==> src/rtl/wb_pkg.sv <==
// Shared widths and entry type for the writeback queue.
// Imported by wb_fifo2in and writeback_queue.
package wb_pkg;

  localparam int DEF_DATA_W = 32;
  localparam int DEF_ADDR_W = 4;
  localparam int NUM_REGS   = 1 << DEF_ADDR_W;

  typedef struct packed {
    logic [DEF_ADDR_W-1:0] dest;
    logic [DEF_DATA_W-1:0] data;
  } wb_entry_t;

endpackage

==> src/rtl/wb_fifo2in.sv <==
// In-order FIFO, two ordered write ports (0 before 1), one read port.
// Ports: clk/rst_n/i_flush, i_we*/i_dest*/i_data*, i_re, head, count, entries.
module wb_fifo2in
  import wb_pkg::*;
#(
  parameter int ADDR_W = DEF_ADDR_W,
  parameter int DATA_W = DEF_DATA_W,
  parameter int DEPTH  = 4
) (
  input  logic                           clk,
  input  logic                           rst_n,
  input  logic                           i_flush,
  input  logic                           i_we0,
  input  logic [ADDR_W-1:0]              i_dest0,
  input  logic [DATA_W-1:0]              i_data0,
  input  logic                           i_we1,
  input  logic [ADDR_W-1:0]              i_dest1,
  input  logic [DATA_W-1:0]              i_data1,
  input  logic                           i_re,
  output logic [ADDR_W-1:0]              o_dest,
  output logic [DATA_W-1:0]              o_data,
  output logic [$clog2(DEPTH):0]         o_count,
  output logic [DEPTH-1:0]               o_vld,
  output logic [DEPTH-1:0][ADDR_W-1:0]   o_ent_dest
);

  localparam int AW = $clog2(DEPTH);
  localparam int CW = AW + 1;

  logic [AW-1:0]                 r_wp;
  logic [AW-1:0]                 r_rp;
  logic [CW-1:0]                 r_count;
  logic [DEPTH-1:0]              r_vld;
  logic [DEPTH-1:0]              w_vld_n;
  logic [DEPTH-1:0][ADDR_W-1:0]  r_dest;
  logic [DEPTH-1:0][DATA_W-1:0]  r_data;
  logic [AW-1:0]                 w_wa1;

  // Port 1 lands behind port 0 when both write in one cycle.
  assign w_wa1 = i_we0 ? r_wp + AW'(1) : r_wp;

  // Pop clears before pushes set: a full FIFO may reuse the head slot.
  always_comb begin
    w_vld_n = r_vld;
    if (i_re)  w_vld_n[r_rp]  = 1'b0;
    if (i_we0) w_vld_n[r_wp]  = 1'b1;
    if (i_we1) w_vld_n[w_wa1] = 1'b1;
  end

  always_ff @(posedge clk or negedge rst_n) begin
    if (!rst_n) begin
      r_wp    <= '0;
      r_rp    <= '0;
      r_count <= '0;
      r_vld   <= '0;
    end else if (i_flush) begin
      r_wp    <= '0;
      r_rp    <= '0;
      r_count <= '0;
      r_vld   <= '0;
    end else begin
      r_wp    <= r_wp + AW'(i_we0) + AW'(i_we1);
      r_rp    <= r_rp + AW'(i_re);
      r_count <= r_count + CW'(i_we0)
               + CW'(i_we1) - CW'(i_re);
      r_vld   <= w_vld_n;
    end
  end

  always_ff @(posedge clk) begin
    if (i_we0) begin
      r_dest[r_wp] <= i_dest0;
      r_data[r_wp] <= i_data0;
    end
    if (i_we1) begin
      r_dest[w_wa1] <= i_dest1;
      r_data[w_wa1] <= i_data1;
    end
  end

  assign o_dest     = r_dest[r_rp];
  assign o_data     = r_data[r_rp];
  assign o_count    = r_count;
  assign o_vld      = r_vld;
  assign o_ent_dest = r_dest;

endmodule

==> src/rtl/writeback_queue.sv <==
// Writeback queue: arbitrates ALU/load writes into a FIFO, drives one
// write per cycle (destination/DataReg/wr_en) plus a pending-write mask.
module writeback_queue
  import wb_pkg::*;
#(
  parameter int DATA_W = DEF_DATA_W,
  parameter int ADDR_W = DEF_ADDR_W,
  parameter int DEPTH  = 4
) (
  input  logic                     clk,
  input  logic                     rst_n,
  input  logic                     flush,
  input  logic                     alu_valid,
  input  logic [ADDR_W-1:0]        alu_dest,
  input  logic [DATA_W-1:0]        alu_data,
  output logic                     alu_ready,
  input  logic                     mem_valid,
  input  logic [ADDR_W-1:0]        mem_dest,
  input  logic [DATA_W-1:0]        mem_data,
  output logic                     mem_ready,
  output logic [ADDR_W-1:0]        destination,
  output logic [DATA_W-1:0]        DataReg,
  output logic                     wr_en,
  output logic [(1<<ADDR_W)-1:0]   pending_mask,
  output logic [$clog2(DEPTH):0]   count
);

  localparam int CW   = $clog2(DEPTH) + 1;
  localparam int NREG = 1 << ADDR_W;

  logic [CW-1:0]                w_count;
  logic [CW:0]                  w_free;
  logic                         w_pop;
  logic                         w_conflict;
  logic                         w_mem_acc;
  logic                         w_alu_acc;
  logic [ADDR_W-1:0]            w_head_dest;
  logic [DATA_W-1:0]            w_head_data;
  logic [DEPTH-1:0]             w_vld;
  logic [DEPTH-1:0][ADDR_W-1:0] w_ent_dest;
  logic [NREG-1:0]              w_mask;
  logic                         r_rr;
  logic                         r_wr_en;
  logic [ADDR_W-1:0]            r_dest;
  logic [DATA_W-1:0]            r_data;

  assign w_pop = (w_count != '0) && !flush;

  // Slots available this edge, including the one freed by the pop.
  assign w_free = (CW+1)'(DEPTH) - {1'b0, w_count}
                + (CW+1)'(w_count != '0);

  assign w_conflict = (w_free == (CW+1)'(1))
                    && alu_valid && mem_valid;

  // r_rr = 0 favours mem, 1 favours alu on a single-slot conflict.
  assign mem_ready = !flush && (w_free != '0)
                   && !(w_conflict && r_rr);
  assign alu_ready = !flush && (w_free != '0)
                   && !(w_conflict && !r_rr);

  assign w_mem_acc = mem_valid && mem_ready;
  assign w_alu_acc = alu_valid && alu_ready;

  wb_fifo2in #(
    .ADDR_W (ADDR_W),
    .DATA_W (DATA_W),
    .DEPTH  (DEPTH)
  ) u_fifo (
    .clk        (clk),
    .rst_n      (rst_n),
    .i_flush    (flush),
    .i_we0      (w_mem_acc),
    .i_dest0    (mem_dest),
    .i_data0    (mem_data),
    .i_we1      (w_alu_acc),
    .i_dest1    (alu_dest),
    .i_data1    (alu_data),
    .i_re       (w_pop),
    .o_dest     (w_head_dest),
    .o_data     (w_head_data),
    .o_count    (w_count),
    .o_vld      (w_vld),
    .o_ent_dest (w_ent_dest)
  );

  always_ff @(posedge clk or negedge rst_n) begin
    if (!rst_n) begin
      r_rr    <= 1'b0;
      r_wr_en <= 1'b0;
      r_dest  <= '0;
      r_data  <= '0;
    end else begin
      if (w_conflict && !flush) r_rr <= !r_rr;
      r_wr_en <= w_pop;
      if (w_pop) begin
        r_dest <= w_head_dest;
        r_data <= w_head_data;
      end
    end
  end

  always_comb begin
    w_mask = '0;
    for (int i = 0; i < DEPTH; i++)
      if (w_vld[i]) w_mask[w_ent_dest[i]] = 1'b1;
    if (r_wr_en) w_mask[r_dest] = 1'b1;
  end

  assign destination  = r_dest;
  assign DataReg      = r_data;
  assign wr_en        = r_wr_en;
  assign pending_mask = w_mask;
  assign count        = w_count;

endmodule

==> config.mk <==
export PLATFORM = sky130hd
export DESIGN_NAME = writeback_queue
export DESIGN_NICKNAME = d
export VERILOG_FILES = /design/src/rtl/wb_pkg.sv /design/src/rtl/wb_fifo2in.sv /design/src/rtl/writeback_queue.sv
export SDC_FILE = /design/constraint.sdc
export NUM_CORES = 1
export LEC_CHECK = 0
export ABC_AREA = 0
export CORE_MARGIN = 4
export CORE_UTILIZATION = 50
export DETAILED_ROUTE_END_ITERATION = 10
export GPL_ROUTABILITY_DRIVEN = 1
export MAX_ROUTING_LAYER = met4
export PLACE_DENSITY = 0.74
export SKIP_LAST_GASP = 1
export SLEW_MARGIN = 10
export SYNTH_ARGS = -nofsm -noshare
export SYNTH_HDL_FRONTEND = slang
export SYNTH_SLANG_ARGS = --single-unit
==> constraint.sdc <==
create_clock -name clk -period 3.7 [get_ports clk]
set_clock_uncertainty 0.15 [all_clocks]
set_input_delay 0.555 -clock clk [delete_from_list [all_inputs] [get_ports clk]]
set_output_delay 0.555 -clock clk [all_outputs]
set_load 0.02 [all_outputs]
# Word level (Yosys, flattened, before mapping)
# Index checks and enable logic that the tools add are counted.
[word_totals] regBits=193 output_inout_bits=58 word_cells=124
[op_classes] n_addsub=9 n_lt_le_gt_ge=16 n_eq_ne=1 muxes=49 bitwise_logic=8 n_reduce_logical=25
[op_table] op="bitwise mux 128 bit" count=2
[op_table] op="two-way mux 128 bit" count=2
[op_table] op="demux 32 bit (select 2 bit)" count=2
[op_table] op="two-way mux 16 bit" count=7
[op_table] op="two-way mux 32 bit" count=3
[op_table] op="binary-select mux 32 bit (select 2 bit)" count=1
[op_table] op="bitwise OR 16 bit" count=4
[op_table] op="bitwise mux 16 bit" count=2
[op_table] op="two-way mux 4 bit" count=7
[op_table] op="less-than comparator 4 x 5 -> 1 bit, second input constant" count=5
[op_table] op="demux 1 bit (select 4 bit)" count=5
[op_table] op="greater-or-equal comparator 4 x 1 -> 1 bit, second input constant" count=5
[op_table] op="logical AND 1 bit" count=19
[op_table] op="demux 4 bit (select 2 bit)" count=2
[op_table] op="less-than comparator 2 x 3 -> 1 bit, second input constant" count=3
[op_table] op="binary-select mux 4 bit (select 2 bit)" count=1
[op_table] op="two-way mux 1 bit" count=8
[op_table] op="bitwise OR 4 bit" count=2
[op_table] op="adder 2 x 1 -> 2 bit" count=3
[op_table] op="adder 3 x 1 -> 3 bit" count=2
[op_table] op="demux 1 bit (select 2 bit)" count=3
[op_table] op="greater-or-equal comparator 2 x 1 -> 1 bit, second input constant" count=3
[op_table] op="two-way mux 2 bit" count=3
[op_table] op="adder 4 x 1 -> 4 bit" count=1
[op_table] op="other kinds (10)" count=13

# Depth between registers and ports, before layout
# Gate-level depths: netlist (run 1).
[logic_depth] ltp_word=17 depth_mapped=12 mapped_depth_nobuf=12

# Modules after synthesis
# From an unflattened synthesis (run 1), not the netlist that was laid out.
[hier_totals] cells_unflattened=786 hier_area_um2=10318.6
[by_module_without_submodules] mod="wb_fifo2in" n_inst=1 cells_per_inst=563 area_per_inst_um2=7878.8
[by_module_without_submodules] mod="writeback_queue" n_inst=1 cells_per_inst=223 area_per_inst_um2=2439.8

# Worst setup path after synthesis (run 1)
# No wires, ideal clock.
[synth_path] kind="reg2reg" start="register u_fifo.r_count[2] (netlist: u_fifo.o_count[2])" end="register u_fifo.r_count[2] (netlist: u_fifo.o_count[2])" arrival_time_ns=3.317 slack_ns=0.101 path_stages_with_launch=13 path_cell_list="dfrtp_1 -> nor3_1 -> ha_1 -> inv_1 -> ha_1 -> or2_1 -> a221oi_2 -> nand2b_1 -> ha_1 -> fa_1 -> fa_1 -> xor2_1 -> nor2_1"
[synth_via] elab_chain_cells=13 elab_cells_between_ends=21 classes_between="add/sub: 5; eq/ne: 1; mux: 1; reduce/logical: 14"
[synth_lines] element="start, declared" line_no="wb_fifo2in.sv:32" source="logic [CW-1:0] r_count;"
[synth_lines] element="start signal, assigned" line_no="wb_fifo2in.sv:64" source="r_count <= r_count + CW'(i_we0)"
[synth_lines] element="subtractor 3 x 3 -> 4 bit or nonzero test 3 bit (tied branches)" line_no="writeback_queue.sv:50, writeback_queue.sv:47, writeback_queue.sv:51"
[synth_lines] element="adder 4 x 1 -> 4 bit" line_no="writeback_queue.sv:51" source="+ (CW+1)'(w_count != '0);"
[synth_lines] element="== test 4 x 1 -> 1 bit" line_no="writeback_queue.sv:53" source="assign w_conflict = (w_free == (CW+1)'(1))"
[synth_lines] element="logical AND 1 bit (2 in series)" line_no="writeback_queue.sv:54" source="&& alu_valid && mem_valid;"
[synth_lines] element="logical AND 1 bit" line_no="writeback_queue.sv:58" source="&& !(w_conflict && r_rr);"
[synth_lines] element="zero test 1 bit" line_no="writeback_queue.sv:58"
[synth_lines] element="logical AND 1 bit" line_no="writeback_queue.sv:58"
[synth_lines] element="logical AND 1 bit" line_no="writeback_queue.sv:62" source="assign w_mem_acc = mem_valid && mem_ready;"
[synth_lines] element="adder 3 x 1 -> 3 bit" line_no="wb_fifo2in.sv:64"
[synth_lines] element="adder 3 x 1 -> 3 bit" line_no="wb_fifo2in.sv:65" source="+ CW'(i_we1) - CW'(i_re);"
[synth_lines] element="subtractor 3 x 1 -> 3 bit *" line_no="wb_fifo2in.sv:65"
[synth_lines] element="two-way mux 3 bit *" line_no="wb_fifo2in.sv:56" source="end else if (i_flush) begin"
# Mark *: on every way between the ends. The rest lies on a longest branch, timed or not.
# A chain may end at the register's enable or synchronous reset.

# Worst setup path after layout (run 1)
[layout_path] start="register u_fifo.r_count[2] (netlist: u_fifo.o_count[2])" end="register u_fifo.r_data[9] in the netlist's numbering"
[layout_via] elab_chain_cells=16 elab_cells_between_ends=25 classes_between="add/sub: 2; order compare: 2; eq/ne: 1; mux: 6; reduce/logical: 14"
[layout_lines] element="subtractor 3 x 3 -> 4 bit or nonzero test 3 bit (tied branches)" line_no="writeback_queue.sv:50, writeback_queue.sv:51"
[layout_lines] element="adder 4 x 1 -> 4 bit *" line_no="writeback_queue.sv:51"
[layout_lines] element="== test 4 x 1 -> 1 bit" line_no="writeback_queue.sv:53"
[layout_lines] element="logical AND 1 bit (2 in series)" line_no="writeback_queue.sv:54"
[layout_lines] element="logical AND 1 bit" line_no="writeback_queue.sv:58"
[layout_lines] element="zero test 1 bit" line_no="writeback_queue.sv:58"
[layout_lines] element="logical AND 1 bit" line_no="writeback_queue.sv:58"
[layout_lines] element="logical AND 1 bit" line_no="writeback_queue.sv:62"
[layout_lines] element="two-way mux 2 bit" line_no="wb_fifo2in.sv:40" source="assign w_wa1 = i_we0 ? r_wp + AW'(1) : r_wp;"
[layout_lines] element="less-than comparator 2 x 3 -> 1 bit (implied by the code) or greater-or-equal comparator 2 x 1 -> 1 bit (tied branches)" line_no="wb_fifo2in.sv:77" source="r_data[w_wa1] <= i_data1;"
[layout_lines] element="logical AND 1 bit (implied by the code)" line_no="wb_fifo2in.sv:77"
[layout_lines] element="two-way mux 32 bit (implied by the code)" line_no="wb_fifo2in.sv:77"
[layout_lines] element="demux 32 bit (select 2 bit)"
[layout_lines] element="bitwise mux 128 bit" line_no="wb_fifo2in.sv:77"
[layout_lines] element="two-way mux 128 bit *" line_no="wb_fifo2in.sv:75" source="if (i_we1) begin"
[layout_lines] element="end signal, assigned by index" line_no="wb_fifo2in.sv:73" source="r_data[r_wp] <= i_data0;"
[layout_lines] element="end signal, assigned by index" line_no="wb_fifo2in.sv:77"
[layout_lines] element="end, declared" line_no="wb_fifo2in.sv:36" source="logic [DEPTH-1:0][DATA_W-1:0] r_data;"
# Marked as above.

==> results.md, run 1 <==
* Status: completed
* Cell variety after synth at 45
* Area leader, netlist: dfxtp_1
* Final Max Tran Viols at 0
* Total CTS buffers at 17
* Wire per inst at 20.5 um
* Setup violations, final at 0
* Setup TNS Final at 0 ns
* Die width at 151 um
* Part of the power in combinational logic at between 40% and 50%
* Worst VDD drop at 0.401 mV
* P&R area growth vs syn at 22.5%
* Critical path class: reg2reg
* Synthesized cell area at 10300 sq um
* Clock share of power at 17.5%
* Tot Pwr at between 10000 and 15000 uW
* Syn. warnings at 0
* Vias in the first global route at 7395
* Chip Height at 151 um
* Detailed-route via count at 7108
* Largest family of logic cells by synthesized area: multiplexers
* Gpl congestion at 0.999
* Cell with the most instances after synthesis: mux2_2
* DRT Pass-1 Iters at 5
* Ant diodes at 0
* Number of synthesized register bits at slightly below 200
* R2r setup slk at between 0.15 and 0.2 ns
* Reg power frac at 38.7%
* Core ar. at 20200 sq um
* Initial antenna violation count at 0
* CP cell instances: nor3_2 > ha_1 > inv_1 > ha_1 > or2_1 > a211oi_4 > buf_4 > nand2b_1 > buf_4 > mux2i_4 > clkbuf_16 > mux2_1
* CP arrival at 3.70 ns
* CTS sink cnt at 193
* Post-synthesis compound-gate area fraction at 3.64%
* Fmax at 283 MHz
* DR iter-0 viols at ~360
* Fin. Hold Viols at 0
* Critical path required time at between 3 and 4 ns
* Root buffer cell: clkbuf_16
* Element type at the critical path end: flop
* Critical Path Source Type: flop
* Sequential area share after synthesis at ~40%
* Detailed Route WL at 25.4 mm
* EDFF count, synth at 0
* First-pass GRT wire length at between 40 and 50 mm
* Vias per cell at 5.76
* Area after DPL at 11900 sq um
* Commonest cells post-synth: mux2_2, dfxtp_1, mux2_1
* Metal2 WL at about 13 mm
* Crit Path Max Fanout at 18
* Setup bufs post-CTS at 0
* Die Area at 22900 sq um
* Clk_lat worst skew at 0.43 ns
* Design area at around 13000 sq um
* Top post-synthesis cells by area: dfxtp_1, mux2_2, mux2_1, dfrtp_1, mux4_2
* Hpwl dp at 16.9 mm
* Final core occ at 62.2%
* Setup ws final at 0.163 ns
* Max cap viols at 0
* Post-synthesis simple-gate area fraction at 7.02%
* Gr ovfl total at 0
* Top Layer Used: met4
* Rows at 52
* Pin count of the biggest net entering global routing at 43
* Async set-reset flop share out of synthesis at 25.4%
* Global Route Usage Sum at 23.2%
* Cell Pwr Density at 832 nW/um^2
* Initial Util at between 50% and 60%
* Detail Route Antenna Nets at 0
* Max-slew headroom at 21.6%
* Multiplexer area fraction after synthesis at between 40% and 50%
* Slowest stage delay, CP at 0.44 ns
* Clock Path Buffers at 2
* Met3 WL at 1.11 mm
* Pint at just under 7000 uW
* Avg Cell Area, Syn at 12.5 sq um
* DRC violations left at 0
* Worst-path clk slew at 0.07 ns
* Leakage at 0.00484 uW
* Share of layout cells above drive strength 1 at 32.2%
* Sw power at 3510 uW
* IO Pins at about 140
* TritonCTS clock tree: yes
* Tmin final at 3.54 ns
* H-tree depth at 4
* Yosys top cell area share at 28.1%
* DP Worst Slack at roughly 0.11 ns
* Number of port buffers at 134
* Worst Hold Class: in2async
* Slowest cell on the critical path: dfrtp_1
* Crit share post-route at 95.6%
* M1 WL at 11.0 mm
* Sw Ratio at 33.6%
* Synth Flop Type: dfxtp_1
* NumNets Final at 1041
* Mapped Cells at 822
* Slew of the pin with the lowest slew margin at 1.18 ns
* Adder-Cell Fraction of Synth Area at between 1.5 and 2%
* XOR/XNOR Fraction of Synth Area at less than 1%
* Syn Nets at approximately 910
==> layout by cell type, fill, tap and decap left out, drive strengths merged, types with 2 or more instances in the layout <==
master	count
mux2	321
dfxtp	144
clkdlybuf4s50	133
dfrtp	49
mux4	36
nand2	27
buf	27
nor2	24
clkbuf	20
o22ai	16
a21oi	15
nand3	15
inv	14
nor3	13
nand3b	12
nor2b	9
nand2b	9
ha	9
clkinv	8
or3	7
nor3b	7
nor4	6
mux2i	4
a31oi	4
o211ai	4
o21ai	3
a32oi	3
a22oi	3
fa	3
and3	2
xor2	2
xnor2	2
==> critical path: cells and delay by family, from the launching register on <==
family	cells	cell delay [ns]
AND/OR/NAND/NOR	3	0.67
buffers and inverters	4	0.76
multiplexers	2	0.67
adder cells (fa/ha/maj)	2	0.37
AO/OA/AOI/OAI	1	0.34
flip-flops	1	0.44
==> through the flow <==
stage / instances / hold slack (ns)
6_report: 1235 / 0.110
5_1_grt: 1235 / 0.168
4_1_cts: 1234 / 0.140
3_5_place_dp: 1202 / 0.346
3_3_place_gp: 1202 / 0.343
2_1_floorplan: 822 / 0.109
==> metal layers <==
metal  track usage, %  up-vias
met5                -        -
met4             5.85        0
met3             4.22       38
met2             40.0      195
met1             28.2     3533
li1                 -     3342
==> path summary, 6_finish.rpt <==
path,to,start,cells after the start
min in group clk,DataReg[1],DataReg[1],1
max in group asynchronous,DataReg[3],rst_n,2
worst min register to register,DataReg[1],DataReg[1],1
worst max-delay path,u_fifo.r_data[9],u_fifo.o_count[2],12
worst min-delay path,DataReg[25],rst_n,1
worst max register to register,u_fifo.r_data[9],u_fifo.o_count[2],12
==> what timing repair did <==
item	in CTS	in global routing
gates resized for setup	0	7
endpoints found under the setup margin	0	144
hold buffers	0	0
==> final cells by class <==
cell class                 count  area (sq um)
clock buffer                  19           464
clock inverter                13           125
fill                        1630          7610
inverter                      11          41.3
multi-input combinational    568          5860
sequential                   193          4110
tap                          270           338
timing repair buffer         161          1620
==> power groups by stage <==
stage	clock, uW	combinational [uW]	sequential [uW]
after floorplan	0	3220	3900
after global placement	0	4440	4030
after detailed placement	0	4560	4070
after CTS	1860	4580	4030
after global routing	1960	4950	4190
final	1830	4570	4050
==> cells by family (layout without fill, tap and decap cells) <==
group,Yosys count,in the layout
flops,193,193
buf+inv,61,204
simple gates,136,136
fa+ha+maj,12,12
compound gates,55,55
mux,361,361
xor+xnor,4,4
==> flip-flops by register name, summed over array words and instances, names as in the netlist <==
signal	count
u_fifo.r_data	128
DataReg	32
u_fifo.o_ent_dest	16
destination	4
u_fifo.o_vld	4
u_fifo.o_count	3
u_fifo.r_rp	2
u_fifo.r_wp	2
r_rr	1
wr_en	1
No activity file was read; power rests on OpenSTA's default activity.
==> run 2, diff against run 1 <==
ABC_AREA = 1   (was 0)
CORE_UTILIZATION = 61   (was 50)
PLACE_DENSITY = 0.85   (was 0.74)
SYNTH_HIERARCHICAL = 1   (was unset)
clock period = 4.26 ns   (was 3.7 ns; I/O delays follow)
==> results.md, run 2 <==
* Status: completed
* Area of the multi-input gates at 5340 sq um
* Critical Path Source Type: flop
* Hold_buf cts at 0
* Clk_lat worst skew at 0.43 ns
* Setup violations, final at 0
* Commonest cells post-synth: nand2_1, o21ai_0, dfxtp_1
* Vias in the first global route at between 9000 and 10000
* Max-slew headroom at 22.0%
* P&R area growth vs syn at 17.8%
* Wire per inst at 16.1 um
* Root buffer cell: clkbuf_16
* Share of layout cells above drive strength 1 at about an eighth
* Max FFs per register at 128
* Fmax at 289 MHz
* Initial Util at 62.9%
* Element type at the critical path end: output port
* Detailed-route via count at 10061
* Synthesized cell area at 10600 sq um
* Fin. Hold Viols at 0
* Max cap viols at 0
* Setup ws final at between 0.7 and 0.8 ns
* First-pass GRT wire length at roughly 47 mm
* Chip Height at about 140 um
* Crit Path Max Fanout at 5
* CP cell instances: inv_2 > nand3_4 > inv_1 > ha_1 > inv_1 > ha_1 > nor3_2 > nand3_1 > nand3_1 > inv_1 > clkdlybuf4s50_1
* CTS sink cnt at just under 200
* Setup bufs post-CTS at 0
* Async set-reset flop share out of synthesis at 25.4%
* Detail Route Antenna Nets at 0
* Yosys top cell area share at 27.3%
* IO Pins at 135
* Top post-synthesis cells by area: dfxtp_1, nand2_1, dfrtp_1, o21ai_2, o21ai_0
* Cts repair resizes at 0
* FILL cells at 1330
* Global Route Usage Sum at 30.0%
* RSZ-0062 raised after global routing: no
* Critical path class: reg2out
* Detailed Route WL at 28.8 mm
* Vias per cell at 5.65
* Worst Hold Class: in2async
* Critical path required time at 3.47 ns
* Die Area at 19500 sq um
* Worst-path clk slew at 0.07 ns
* Cell mode on critical path: inv_1
* WP buf/inv at 5
* Placed cell count at 1750
* Leakage at 0.00568 uW
* Rows at 47
* Pin count of the biggest net entering global routing at 50
* Cell variety after synth at 37
* Number of synthesized register bits at 193
* Slowest stage delay, CP at 0.53 ns
* Largest reg by FF count: u_fifo/r_data
* Mapped Cells at ~1500
* FF/Latch Area at 4110 sq um
* Cell with the most instances after synthesis: nand2_1
* Tmin final at 3.46 ns
* Cell Pwr Density at 693 nW/um^2
* Synth Flop Type: dfxtp_1
* Tot Pwr at 8620 uW
* DP Worst Slack at 0.973 ns
* Hpwl dp at 18.7 mm
* DRC violations left at 0
* Area after DPL at 11800 sq um
* EDFF count, synth at 0
* CP arrival at 2.67 ns
* Avg Cell Area, Syn at 7.26 sq um
* NumNets Final at 1637
* Slew of the pin with the lowest slew margin at 1.17 ns
* Final Max Tran Viols at 0
* Initial antenna violation count at 0
* Slowest cell on the critical path: clkdlybuf4s50_1
* Core ar. at around 17000 sq um
* Sequential area share after synthesis at 38.9%
* DR iter-0 viols at about 1100
* Syn Nets at 1541
* Design area at 12400 sq um
* Worst VDD drop at 0.385 mV
* Number of port buffers at approximately 130
* Ant diodes at 0
* Gr ovfl total at 0
* Die width at 140 um
* TritonCTS clock tree: yes
* H-tree depth at 4
* Most common cell after layout, fill and taps aside: nand2_1
* Family with the most delay on the worst path: buffers and inverters
* Gpl congestion at 0.925
* DRT Pass-1 Iters at 6
* Area leader, netlist: dfxtp_1
* Clock Path Buffers at 2
* Syn. warnings at 6
* Crit share post-route at about four fifths
* Setup TNS Final at 0 ns
* Total CTS buffers at 17
* Most frequent cells in the layout: nand2_1, o21ai_0, dfxtp_1
* Non-filler cells, final at between 1500 and 2000
[run 2: final timing paths]
kind                                    from                end  slack, ns  depth (start not counted)
max in group asynchronous              rst_n        DataReg[23]       3.32                          2
max                        u_fifo/o_count[1]          mem_ready       0.80                         11
min in group clk                 DataReg[14]        DataReg[14]       0.33                          2
min                                    rst_n         DataReg[6]       0.18                          2
max reg2reg                u_fifo/o_count[1]  u_fifo/r_data[34]       0.95                         18
min reg2reg                      DataReg[14]        DataReg[14]       0.33                          2
[run 2: metal layers]
layer | GRT usage, % | wire length, um | up-vias
met5 | - | 0 | -
met4 | 8.60 | 451 | 0
met3 | 4.12 | 2160 | 44
met2 | 50.2 | 14000 | 449
met1 | 38.2 | 12100 | 4672
li1 | - | - | 4896
[run 2: layout make-up]
type | count | share of cell area (%)
clock buffers | 21 | 3.88
clock inverters | 11 | 0.886
multi-input cells | 1049 | 43.0
flip-flops and latches | 193 | 33.1
well taps | 220 | 2.21
inverters | 131 | 4.02
repair buffers | 157 | 12.9
[run 2: stage by stage]
| step | hold slack, ns | util (%) |
|---|---|---|
| 2_1_floorplan | 0.193 | - |
| 3_3_place_gp | 0.312 | 70.6 |
| 3_5_place_dp | 0.314 | 70.6 |
| 4_1_cts | 0.204 | 74.2 |
| 5_1_grt | 0.242 | 74.2 |
| 6_report | 0.183 | 74.2 |
[run 2: power by group]
part           switching (uW)  total [uW]  internal [uW]
registers                 534        3150           2610
clock network             732        1620            885
logic                    2280        3850           1570
[run 2: cells by family (layout without fill, tap and decap cells)]
| group | Yosys count | count (layout) | synth area share [%] |
|---|---|---|---|
| AO/OA/AOI/OAI | 356 | 356 | 22.0 |
| adder cells (fa/ha/maj) | 11 | 11 | 1.52 |
| XOR/XNOR | 2 | 2 | 0.166 |
| buffers and inverters | 211 | 320 | 10.5 |
| flip-flops | 193 | 193 | 38.9 |
| AND/OR/NAND/NOR | 680 | 680 | 26.8 |
